===== src/rtl/read_rw_pkg.sv =====
// read_rw_pkg: shared types and register map for the read_rw stage.
//   task_desc_t  - task descriptor (timestamp, locale, type)
//   rw_read_t    - task entering read_rw (task_desc, cq_slot, thread)
//   rw_write_t   - task leaving read_rw towards the RW write stage (+ object word)
//   reg_bus_t    - config/status bus request (write strobe, read strobe, addr, wdata)
package read_rw_pkg;

  localparam int CQ_SLOT_W  = 6;
  localparam int THREAD_W   = 4;
  localparam int REG_ADDR_W = 16;

  typedef struct packed {
    logic [31:0] timestamp;
    logic [31:0] locale;
    logic [3:0]  ttype;
  } task_desc_t;

  typedef struct packed {
    task_desc_t            task_desc;
    logic [CQ_SLOT_W-1:0]  cq_slot;
    logic [THREAD_W-1:0]   thread;
  } rw_read_t;

  typedef struct packed {
    task_desc_t            task_desc;
    logic [CQ_SLOT_W-1:0]  cq_slot;
    logic [THREAD_W-1:0]   thread;
    logic [31:0]           object;
  } rw_write_t;

  typedef struct packed {
    logic                  wvalid;
    logic                  arvalid;
    logic [REG_ADDR_W-1:0] addr;
    logic [31:0]           wdata;
  } reg_bus_t;

  localparam logic [REG_ADDR_W-1:0] RW_BASE_ADDR        = 16'h0040;
  localparam logic [REG_ADDR_W-1:0] RW_READ_STATUS      = 16'h0100;
  localparam logic [REG_ADDR_W-1:0] RW_READ_STAT_REQS   = 16'h0104;
  localparam logic [REG_ADDR_W-1:0] RW_READ_STAT_STALLS = 16'h0108;

endpackage


===== src/rtl/read_rw_if.sv =====
// read_rw_if: bundles every non-clock signal of the read_rw stage.
//   task_in_*   - upstream task handshake
//   ar* / r*    - read request / response towards the RW data array
//   task_out_*  - downstream handshake to the RW write stage
//   pending_cnt, resp_err - status
//   reg_req / reg_rvalid / reg_rdata - config/status register bus
// Modports: slave = read_rw's view, master = the surrounding system's view.
interface read_rw_if #(
  parameter int MAX_OUTSTANDING = 4,
  parameter int LOG_OUT         = $clog2(MAX_OUTSTANDING)
) ();
  import read_rw_pkg::*;

  logic             task_in_valid;
  logic             task_in_ready;
  rw_read_t         task_in;
  logic             arvalid;
  logic             arready;
  logic [31:0]      araddr;
  logic             rvalid;
  logic             rready;
  logic [511:0]     rdata;
  logic             task_out_valid;
  logic             task_out_ready;
  rw_write_t        task_out;
  logic [LOG_OUT:0] pending_cnt;
  logic             resp_err;
  reg_bus_t         reg_req;
  logic             reg_rvalid;
  logic [31:0]      reg_rdata;

  modport slave (
    input  task_in_valid, task_in, arready, rvalid, rdata, task_out_ready, reg_req,
    output task_in_ready, arvalid, araddr, rready, task_out_valid, task_out,
           pending_cnt, resp_err, reg_rvalid, reg_rdata
  );

  modport master (
    output task_in_valid, task_in, arready, rvalid, rdata, task_out_ready, reg_req,
    input  task_in_ready, arvalid, araddr, rready, task_out_valid, task_out,
           pending_cnt, resp_err, reg_rvalid, reg_rdata
  );

endinterface


===== src/rtl/read_rw_pending_fifo.sv =====
// read_rw_pending_fifo: synchronous FIFO holding tasks whose data-array read
// is still in flight. Head is visible combinationally.
//   clk, rst     - clock, asynchronous active-high reset (pointers/count only)
//   push_i       - write push_data_i (ignored when full)
//   pop_i        - drop the head entry (ignored when empty)
//   head_o       - oldest entry
//   full_o, empty_o, count_o - occupancy
module read_rw_pending_fifo import read_rw_pkg::*; #(
  parameter int DEPTH = 4,
  parameter int LOG_D = $clog2(DEPTH)
) (
  input  logic           clk,
  input  logic           rst,
  input  logic           push_i,
  input  rw_read_t       push_data_i,
  input  logic           pop_i,
  output rw_read_t       head_o,
  output logic           full_o,
  output logic           empty_o,
  output logic [LOG_D:0] count_o
);

  rw_read_t         mem_q [DEPTH];
  logic [LOG_D-1:0] wr_ptr_q, wr_ptr_d;
  logic [LOG_D-1:0] rd_ptr_q, rd_ptr_d;
  logic [LOG_D:0]   count_q, count_d;
  logic             do_push, do_pop;

  assign full_o  = (count_q == (LOG_D+1)'(DEPTH));
  assign empty_o = (count_q == '0);
  assign count_o = count_q;
  assign head_o  = mem_q[rd_ptr_q];

  assign do_push = push_i & ~full_o;
  assign do_pop  = pop_i & ~empty_o;

  // Pointers wrap naturally because DEPTH is a power of two.
  always_comb begin
    wr_ptr_d = wr_ptr_q;
    rd_ptr_d = rd_ptr_q;
    count_d  = count_q;
    if (do_push) wr_ptr_d = wr_ptr_q + 1'b1;
    if (do_pop)  rd_ptr_d = rd_ptr_q + 1'b1;
    if (do_push && !do_pop) count_d = count_q + 1'b1;
    if (do_pop && !do_push) count_d = count_q - 1'b1;
  end

  always_ff @(posedge clk or posedge rst) begin
    if (rst) begin
      wr_ptr_q <= '0;
      rd_ptr_q <= '0;
      count_q  <= '0;
    end else begin
      wr_ptr_q <= wr_ptr_d;
      rd_ptr_q <= rd_ptr_d;
      count_q  <= count_d;
    end
  end

  // Storage is payload only; occupancy is tracked by the pointers above.
  always_ff @(posedge clk) begin
    if (do_push) mem_q[wr_ptr_q] <= push_data_i;
  end

endmodule


===== src/rtl/read_rw.sv =====
// read_rw: issues a read of each task's locale word from the RW data array and
// forwards the task plus the returned 32-bit object to the RW write stage.
//   clk, rst - clock, asynchronous active-high reset
//   bus      - read_rw_if.slave: task_in, ar/r read channel, task_out,
//              pending_cnt, resp_err, register bus
// Register map: RW_BASE_ADDR (W), RW_READ_STATUS (R: {resp_err, pending_cnt}).
// Optional macro RW_READ_STATS_EN adds request/stall counters at
// RW_READ_STAT_REQS / RW_READ_STAT_STALLS (write either to clear both).
module read_rw import read_rw_pkg::*; #(
  parameter int MAX_OUTSTANDING = 4,
  parameter int LOG_OUT         = $clog2(MAX_OUTSTANDING)
) (
  input logic      clk,
  input logic      rst,
  read_rw_if.slave bus
);

  logic             fifo_full, fifo_empty;
  logic [LOG_OUT:0] fifo_cnt;
  rw_read_t         head;
  logic             push, pop;

  logic [31:0]      base_q, base_d;
  logic             out_valid_q, out_valid_d;
  rw_write_t        out_q;
  logic             resp_err_q, resp_err_d;
  logic             reg_rvalid_q;
  logic [31:0]      reg_rdata_q;
  logic [31:0]      rd_mux;
  logic             unused_wdata;

  function automatic logic [31:0] pick_word(input logic [511:0] line,
                                            input logic [3:0]   idx);
    return line[{idx, 5'd0} +: 32];
  endfunction

  // Request path: purely combinational so a task and its read go out together.
  assign bus.arvalid       = bus.task_in_valid & ~fifo_full;
  assign bus.araddr        = base_q + (bus.task_in.task_desc.locale << 2);
  assign bus.task_in_ready = bus.arvalid & bus.arready;
  assign push              = bus.task_in_ready;

  // A response is only taken when it has a matching task and somewhere to go.
  assign bus.rready = ~fifo_empty & (~out_valid_q | bus.task_out_ready);
  assign pop        = bus.rvalid & bus.rready;

  read_rw_pending_fifo #(
    .DEPTH (MAX_OUTSTANDING),
    .LOG_D (LOG_OUT)
  ) u_fifo (
    .clk         (clk),
    .rst         (rst),
    .push_i      (push),
    .push_data_i (bus.task_in),
    .pop_i       (pop),
    .head_o      (head),
    .full_o      (fifo_full),
    .empty_o     (fifo_empty),
    .count_o     (fifo_cnt)
  );

  always_comb begin
    base_d = base_q;
    if (bus.reg_req.wvalid && bus.reg_req.addr == RW_BASE_ADDR)
      base_d = {bus.reg_req.wdata[29:0], 2'b00};
    out_valid_d = out_valid_q;
    if (pop)
      out_valid_d = 1'b1;
    else if (bus.task_out_ready)
      out_valid_d = 1'b0;
    resp_err_d = resp_err_q | (bus.rvalid & fifo_empty);
  end

  always_ff @(posedge clk or posedge rst) begin
    if (rst) begin
      base_q       <= '0;
      out_valid_q  <= 1'b0;
      resp_err_q   <= 1'b0;
      reg_rvalid_q <= 1'b0;
    end else begin
      base_q       <= base_d;
      out_valid_q  <= out_valid_d;
      resp_err_q   <= resp_err_d;
      reg_rvalid_q <= bus.reg_req.arvalid;
    end
  end

  // Output payload and register read data carry no reset; valids qualify them.
  always_ff @(posedge clk) begin
    if (pop) begin
      out_q.task_desc <= head.task_desc;
      out_q.cq_slot   <= head.cq_slot;
      out_q.thread    <= head.thread;
      out_q.object    <= pick_word(bus.rdata, head.task_desc.locale[3:0]);
    end
    if (bus.reg_req.arvalid) reg_rdata_q <= rd_mux;
  end

`ifdef RW_READ_STATS_EN
  logic [31:0] reqs_q, stalls_q;
  logic        stat_clr;

  assign stat_clr = bus.reg_req.wvalid &&
                    (bus.reg_req.addr == RW_READ_STAT_REQS ||
                     bus.reg_req.addr == RW_READ_STAT_STALLS);

  // Clear wins over a same-cycle increment.
  always_ff @(posedge clk or posedge rst) begin
    if (rst) begin
      reqs_q   <= '0;
      stalls_q <= '0;
    end else if (stat_clr) begin
      reqs_q   <= '0;
      stalls_q <= '0;
    end else begin
      if (bus.arvalid && bus.arready)        reqs_q   <= reqs_q + 1'b1;
      if (bus.task_in_valid && fifo_full)    stalls_q <= stalls_q + 1'b1;
    end
  end
`endif

  always_comb begin
    rd_mux = '0;
    if (bus.reg_req.addr == RW_READ_STATUS)
      rd_mux[LOG_OUT+1:0] = {resp_err_q, fifo_cnt};
`ifdef RW_READ_STATS_EN
    else if (bus.reg_req.addr == RW_READ_STAT_REQS)
      rd_mux = reqs_q;
    else if (bus.reg_req.addr == RW_READ_STAT_STALLS)
      rd_mux = stalls_q;
`endif
  end

  assign unused_wdata = ^bus.reg_req.wdata[31:30];

  assign bus.task_out_valid = out_valid_q;
  assign bus.task_out       = out_q;
  assign bus.pending_cnt    = fifo_cnt;
  assign bus.resp_err       = resp_err_q;
  assign bus.reg_rvalid     = reg_rvalid_q;
  assign bus.reg_rdata      = reg_rdata_q;

endmodule


===== src/flat_wrapper.sv =====
// flat-port wrapper written by rule: the top's interface ports become plain ports
module read_rw_flat import read_rw_pkg::*;
#(
  parameter int MAX_OUTSTANDING = 4,
  parameter int LOG_OUT         = $clog2(MAX_OUTSTANDING)
)
  (clk, rst, bus_task_in_valid, bus_task_in, bus_arready, bus_rvalid, bus_rdata, bus_task_out_ready, bus_reg_req, bus_task_in_ready, bus_arvalid, bus_araddr, bus_rready, bus_task_out_valid, bus_task_out, bus_pending_cnt, bus_resp_err, bus_reg_rvalid, bus_reg_rdata);
  read_rw_if #(.MAX_OUTSTANDING(MAX_OUTSTANDING), .LOG_OUT(LOG_OUT)) bus_i ();
  input logic clk;
  input logic rst;
  input wire logic [$bits(bus_i.task_in_valid)-1:0] bus_task_in_valid;
  input wire logic [$bits(bus_i.task_in)-1:0] bus_task_in;
  input wire logic [$bits(bus_i.arready)-1:0] bus_arready;
  input wire logic [$bits(bus_i.rvalid)-1:0] bus_rvalid;
  input wire logic [$bits(bus_i.rdata)-1:0] bus_rdata;
  input wire logic [$bits(bus_i.task_out_ready)-1:0] bus_task_out_ready;
  input wire logic [$bits(bus_i.reg_req)-1:0] bus_reg_req;
  output wire logic [$bits(bus_i.task_in_ready)-1:0] bus_task_in_ready;
  output wire logic [$bits(bus_i.arvalid)-1:0] bus_arvalid;
  output wire logic [$bits(bus_i.araddr)-1:0] bus_araddr;
  output wire logic [$bits(bus_i.rready)-1:0] bus_rready;
  output wire logic [$bits(bus_i.task_out_valid)-1:0] bus_task_out_valid;
  output wire logic [$bits(bus_i.task_out)-1:0] bus_task_out;
  output wire logic [$bits(bus_i.pending_cnt)-1:0] bus_pending_cnt;
  output wire logic [$bits(bus_i.resp_err)-1:0] bus_resp_err;
  output wire logic [$bits(bus_i.reg_rvalid)-1:0] bus_reg_rvalid;
  output wire logic [$bits(bus_i.reg_rdata)-1:0] bus_reg_rdata;
  assign bus_i.task_in_valid = bus_task_in_valid;
  assign bus_i.task_in = bus_task_in;
  assign bus_i.arready = bus_arready;
  assign bus_i.rvalid = bus_rvalid;
  assign bus_i.rdata = bus_rdata;
  assign bus_i.task_out_ready = bus_task_out_ready;
  assign bus_i.reg_req = bus_reg_req;
  assign bus_task_in_ready = bus_i.task_in_ready;
  assign bus_arvalid = bus_i.arvalid;
  assign bus_araddr = bus_i.araddr;
  assign bus_rready = bus_i.rready;
  assign bus_task_out_valid = bus_i.task_out_valid;
  assign bus_task_out = bus_i.task_out;
  assign bus_pending_cnt = bus_i.pending_cnt;
  assign bus_resp_err = bus_i.resp_err;
  assign bus_reg_rvalid = bus_i.reg_rvalid;
  assign bus_reg_rdata = bus_i.reg_rdata;
  read_rw #(.MAX_OUTSTANDING(MAX_OUTSTANDING), .LOG_OUT(LOG_OUT)) u_core (.clk(clk), .rst(rst), .bus(bus_i));
endmodule

===== config.mk =====
export PLATFORM = sky130hd
export DESIGN_NAME = read_rw_flat
export DESIGN_NICKNAME = d
export VERILOG_FILES = /design/src/rtl/read_rw_pkg.sv /design/src/rtl/read_rw_if.sv /design/src/rtl/read_rw_pending_fifo.sv /design/src/rtl/read_rw.sv /design/src/flat_wrapper.sv
export SDC_FILE = /design/constraint.sdc
export NUM_CORES = 1
export LEC_CHECK = 0
export BUFFER_PORTS_ARGS = -buffer_cell sky130_fd_sc_hd__buf_4
export CAP_MARGIN = 20
export CORE_AREA = 2 2 327 329
export CTS_BUF_LIST = sky130_fd_sc_hd__clkbuf_4 sky130_fd_sc_hd__clkbuf_8 sky130_fd_sc_hd__clkbuf_16
export CTS_CLUSTER_SIZE = 12
export DETAILED_ROUTE_END_ITERATION = 8
export DIE_AREA = 0 0 329 331
export SYNTH_ARGS = -nofsm -noshare
export SYNTH_HDL_FRONTEND = slang
export SYNTH_SLANG_ARGS = --single-unit

===== constraint.sdc =====
create_clock -name clk -period 8.8 [get_ports clk]
set_clock_uncertainty 0.2 [all_clocks]
set_input_delay 1.32 -clock clk [delete_from_list [all_inputs] [get_ports clk]]
set_output_delay 1.32 -clock clk [all_outputs]
set_load 0.02 [all_outputs]

==> results summary <==
The flow ran to the end, and the final reports show no timing, DRC or antenna violations. The count of final max-slew check failures came out at 0. The worst-case setup slack after placement came out at 3050 ps. Among all stages on the critical path, the largest delay is contributed by sky130_fd_sc_hd__o311a_1. Among all flip-flop cells after synthesis, the most frequent one is sky130_fd_sc_hd__edfxtp_1. The port buffer count came out at 796.

CTS built an H-tree with a depth of 2. Counting distinct cell types in the post-synthesis netlist gives 56. The count of pins on the block boundary came out at 829.

The via count came out at 15029. The first-pass GRT wire length came out at 131000 microns. Setup repair after global routing left no endpoint under its margin. The latest clock arrival within the worst-skew pair came out at 620 ps. The synthesized instance count is 1116.

The area of the die came out at 0.109 sq mm. The number of setup buffers added after CTS is 0. The destination of the worst register-to-register timing path is u_core.bus.task_out[4].

The TritonCTS clock tree is yes. The total clock sinks is 466. The violation count after the first detailed-routing iteration is 1130. For this run, design rule violations remaining after detail routing come to 0. In this design, the stage delay of the slowest critical-path cell is 420 ps. The number of cells in the design after placement is 3253. The number of standard cells in the final layout excluding fillers came out at 3372. Global routing finished with a remaining overflow of 0. The final count of negative-setup-slack endpoints is 0.

The total cell area at the placement stage came out at 0.0294 sq mm. The total number of nets in the final design came out at 2603. The count of maximum capacitance violations is 0. The arrival time reported for the critical path endpoint came out at 4190 ps.

The kind of start point of the critical path is an input pin. The weighted congestion reported at the end of routability-driven placement came out at 0.946. The share of cells above drive strength 1 is 60.2%.

After synthesis, the share of flip-flops with an asynchronous set or reset is 8.58%. The maximum buffer depth of the clock tree is 3. The worst reg2reg path depth came out at 5. The most numerous cell on the critical path is sky130_fd_sc_hd__buf_4.

The routed wirelength normalized by instance count came out at 29.9 microns. The final-layout worst hold slack came out at 313 ps. The number of stages on the worst hold path is 1.

Among cell families on the critical path, the largest total delay comes from compound AO/OA/AOI/OAI gates. The post-cts resize count is 0. The mean number of vias per cell is 4.46. The post-cts hold buffer count came out at 0. The part of the total power dissipated in combinational logic came out at 40.3%. Leaving out fill and tap cells, the most frequent cell in the layout is sky130_fd_sc_hd__buf_4. The critical path ends at bus_araddr[24]. The via count of the first global-routing pass is 15771.

For flop-to-flop paths, the worst setup slack is 4390 ps. The worst-case headroom to the max-slew limit came out at 38.3%. The transition time at the pin with the least slew margin came out at 925 ps. The final cycle utilization of the critical path came out at 64.9%. The sequential element share of the synthesized area came out at 62.8%. The final critical-path required period is 5710 ps. The number of warnings printed during yosys synthesis is 0.

The area added between synthesis and finish came out at 42.9%. After detailed routing, the total wire length is 101000 microns. The number of enable flip-flop cells after synthesis is 426. The number of buffers and inverters on the critical path came out at 3.

The maximum achievable frequency came out at 175 MHz. The effective utilization at floorplan is 20.9%. With fillers left out, the area of the finished cells amounts to 0.0314 sq mm. Summed over all cells, the static leakage comes to 12.0 nW. The startpoint of the worst register-to-register path is u_core.u_fifo.rd_ptr_q[1]. The power density over the cells came out at 293 mW/mm^2.

The cell internal power dissipation came out at 6.13 mW. After floorplanning, the core was divided into 119 placement rows. The worst setup path is captured at an output port. Measured along the y axis, the die boundary spans 331 microns. The post-synthesis cell area came out at 0.0220 sq mm. The length of the first detailed-routing pass in iterations is 5. The final design utilization came out at 29.9%.

Entering global routing, the biggest net connects 88 pins. After routing, the total negative slack on setup checks comes to 0 ps. The critical path runs through a total of 12 cells.

The classification of the worst-slack hold path is flop to flop. The relative contribution of the clock network to total power is 25.8%. The post-route worst setup slack is 3090 ps.

The synthesized design contains 466 register bits. The worst ir drop on vdd came out at 0.000201 V. The die is 329 microns wide.

The core footprint came out at 0.105 sq mm. The total power is 9.21 mW. The largest fanout on the critical path came out at 5.

The detailed placer's ending HPWL came out at 79100 microns. The initial antenna violation count is 53. The switching share of power is 33.4%. Clock-pin slew was measured on the worst setup and hold paths at 60 ps.

The critical path goes through buf_4, ha_1, inv_1, fa_1, nor2b_1, o211ai_1, a21boi_0, o31a_1, o311a_1, nand2b_1, o311ai_1, buf_4. By startpoint and endpoint, the worst setup path is classified as input pin to output port. The final number of hold-violating endpoints is 0.

The count of nets left with antenna violations after detail routing is 0. Clock tree synthesis inserted a total of 56 buffers. The top cell types in the final layout, fill and taps aside, are sky130_fd_sc_hd__buf_4 (810), sky130_fd_sc_hd__edfxtp_1 (426), sky130_fd_sc_hd__mux4_2 (235). For the worst setup path, the data required time is 7280 ps.

The average size of a mapped cell is 19.7 sq um. The switching power of the nets came out at 3.07 mW. Global routing consumed, over all layers together, 17.7% of the routing resources. The sequential share of power came out at 33.9%. The root buffer cell chosen for the clock tree is sky130_fd_sc_hd__clkbuf_16. The fill cell instance count of the final layout is 10397.

The most critical setup path has its startpoint at bus_task_in[14].
==> metal layers <==
| layer | track usage, % | wire [microns] | vias up |
|---|---|---|---|
| li1 | - | - | 6307 |
| met1 | 17.8 | 33400 | 7723 |
| met2 | 33.6 | 54600 | 778 |
| met3 | 4.89 | 7450 | 199 |
| met4 | 8.25 | 5270 | 22 |
| met5 | 0 | 134 | - |
==> synth_stat cells, types with 2 or more instances <==
library cell | number | area share [%]
sky130_fd_sc_hd__xnor2_1 | 21 | 0.84
sky130_fd_sc_hd__o21a_1 | 3 | 0.10
sky130_fd_sc_hd__o21ai_0 | 21 | 0.48
sky130_fd_sc_hd__buf_4 | 42 | 1.4
sky130_fd_sc_hd__a31oi_1 | 6 | 0.17
sky130_fd_sc_hd__fa_1 | 2 | 0.18
sky130_fd_sc_hd__nor3_1 | 6 | 0.14
sky130_fd_sc_hd__mux2_2 | 29 | 1.5
sky130_fd_sc_hd__and3_1 | 6 | 0.17
sky130_fd_sc_hd__clkbuf_1 | 34 | 0.58
sky130_fd_sc_hd__o21bai_1 | 4 | 0.14
sky130_fd_sc_hd__nand2b_1 | 5 | 0.14
sky130_fd_sc_hd__dfrtp_1 | 40 | 4.6
sky130_fd_sc_hd__inv_1 | 22 | 0.38
sky130_fd_sc_hd__nand2_1 | 24 | 0.41
sky130_fd_sc_hd__a21oi_1 | 31 | 0.71
sky130_fd_sc_hd__buf_1 | 16 | 0.27
sky130_fd_sc_hd__nand3_1 | 6 | 0.14
sky130_fd_sc_hd__o211ai_1 | 4 | 0.14
sky130_fd_sc_hd__nor4_1 | 5 | 0.14
sky130_fd_sc_hd__nor2_1 | 19 | 0.32
sky130_fd_sc_hd__xor2_1 | 10 | 0.40
sky130_fd_sc_hd__mux4_2 | 238 | 24
sky130_fd_sc_hd__a211oi_1 | 3 | 0.10
sky130_fd_sc_hd__edfxtp_1 | 426 | 58
sky130_fd_sc_hd__nand4_1 | 4 | 0.11
sky130_fd_sc_hd__a21boi_0 | 3 | 0.10
sky130_fd_sc_hd__a21o_1 | 14 | 0.48
sky130_fd_sc_hd__nor2b_1 | 2 | 0.057
sky130_fd_sc_hd__and2_1 | 9 | 0.26
sky130_fd_sc_hd__ha_1 | 34 | 1.9
sky130_fd_sc_hd__a221oi_1 | 3 | 0.12
==> state kept, by name, summed over array words and instances (netlist names) <==
name                       count
u_core.bus.reg_rdata           4
u_core.u_fifo.mem_q          312
u_core.u_fifo.rd_ptr_q         2
u_core.base_q                 30
u_core.bus.task_out          110
u_core.bus.task_out_valid      1
u_core.u_fifo.count_o          3
u_core.u_fifo.wr_ptr_q         2
u_core.bus.reg_rvalid          1
u_core.bus.resp_err            1
==> worst min-delay path by stage <==
stage                   startpoint                   to  slack [ps]
3_5_place_dp   u_core.bus.resp_err  u_core.bus.resp_err         280
3_3_place_gp   u_core.bus.resp_err  u_core.bus.resp_err         280
5_1_grt          u_core.base_q[28]    u_core.base_q[28]         330
6_report         u_core.base_q[12]    u_core.base_q[12]         310
2_1_floorplan    u_core.base_q[30]    u_core.base_q[30]         280
4_1_cts        u_core.bus.resp_err  u_core.bus.resp_err         310
==> kinds of logic (layout without fill, tap and decap cells) <==
logic type | count (synthesis) | after routing | share of synthesized area (%)
compound gates | 106 | 106 | 3.07
xor+xnor | 31 | 31 | 1.24
fa+ha+maj | 36 | 36 | 2.12
buf+inv | 116 | 937 | 2.74
flops | 466 | 466 | 62.8
mux | 268 | 268 | 25.9
other cells | 1 | 45 | 0.0171
simple gates | 92 | 92 | 2.10
==> final cells by class <==
cell class	instances	area [sq um]	share of cell area (%)
antenna	15	37.5	0.120
clock buffer	70	1520	4.85
clock inverter	33	370	1.18
inverter	22	82.6	0.263
multi-input combinational	563	7720	24.6
sequential	466	13800	44.0
tap	1391	1740	5.54
timing repair buffer	812	6120	19.5
==> power by group through the flow <==
| stage | clock (mW) | combinational (mW) | sequential [mW] |
|---|---|---|---|
| 3_3_place_gp | 0 | 3.75 | 3.16 |
| 3_5_place_dp | 0 | 3.79 | 3.17 |
| 4_1_cts | 2.45 | 3.80 | 3.13 |
| 2_1_floorplan | 0 | 2.07 | 3.39 |
| 6_report | 2.37 | 3.71 | 3.13 |
| 5_1_grt | 2.53 | 3.90 | 3.16 |
==> worst register-to-register path, stage by stage (launching register included) <==
cell                      delay (ps)
sky130_fd_sc_hd__dfrtp_4         740
sky130_fd_sc_hd__mux4_4          740
sky130_fd_sc_hd__buf_4           570
sky130_fd_sc_hd__buf_12          540
sky130_fd_sc_hd__mux4_2          880
sky130_fd_sc_hd__mux4_2          500
Power figures use the tool's default switching activity.
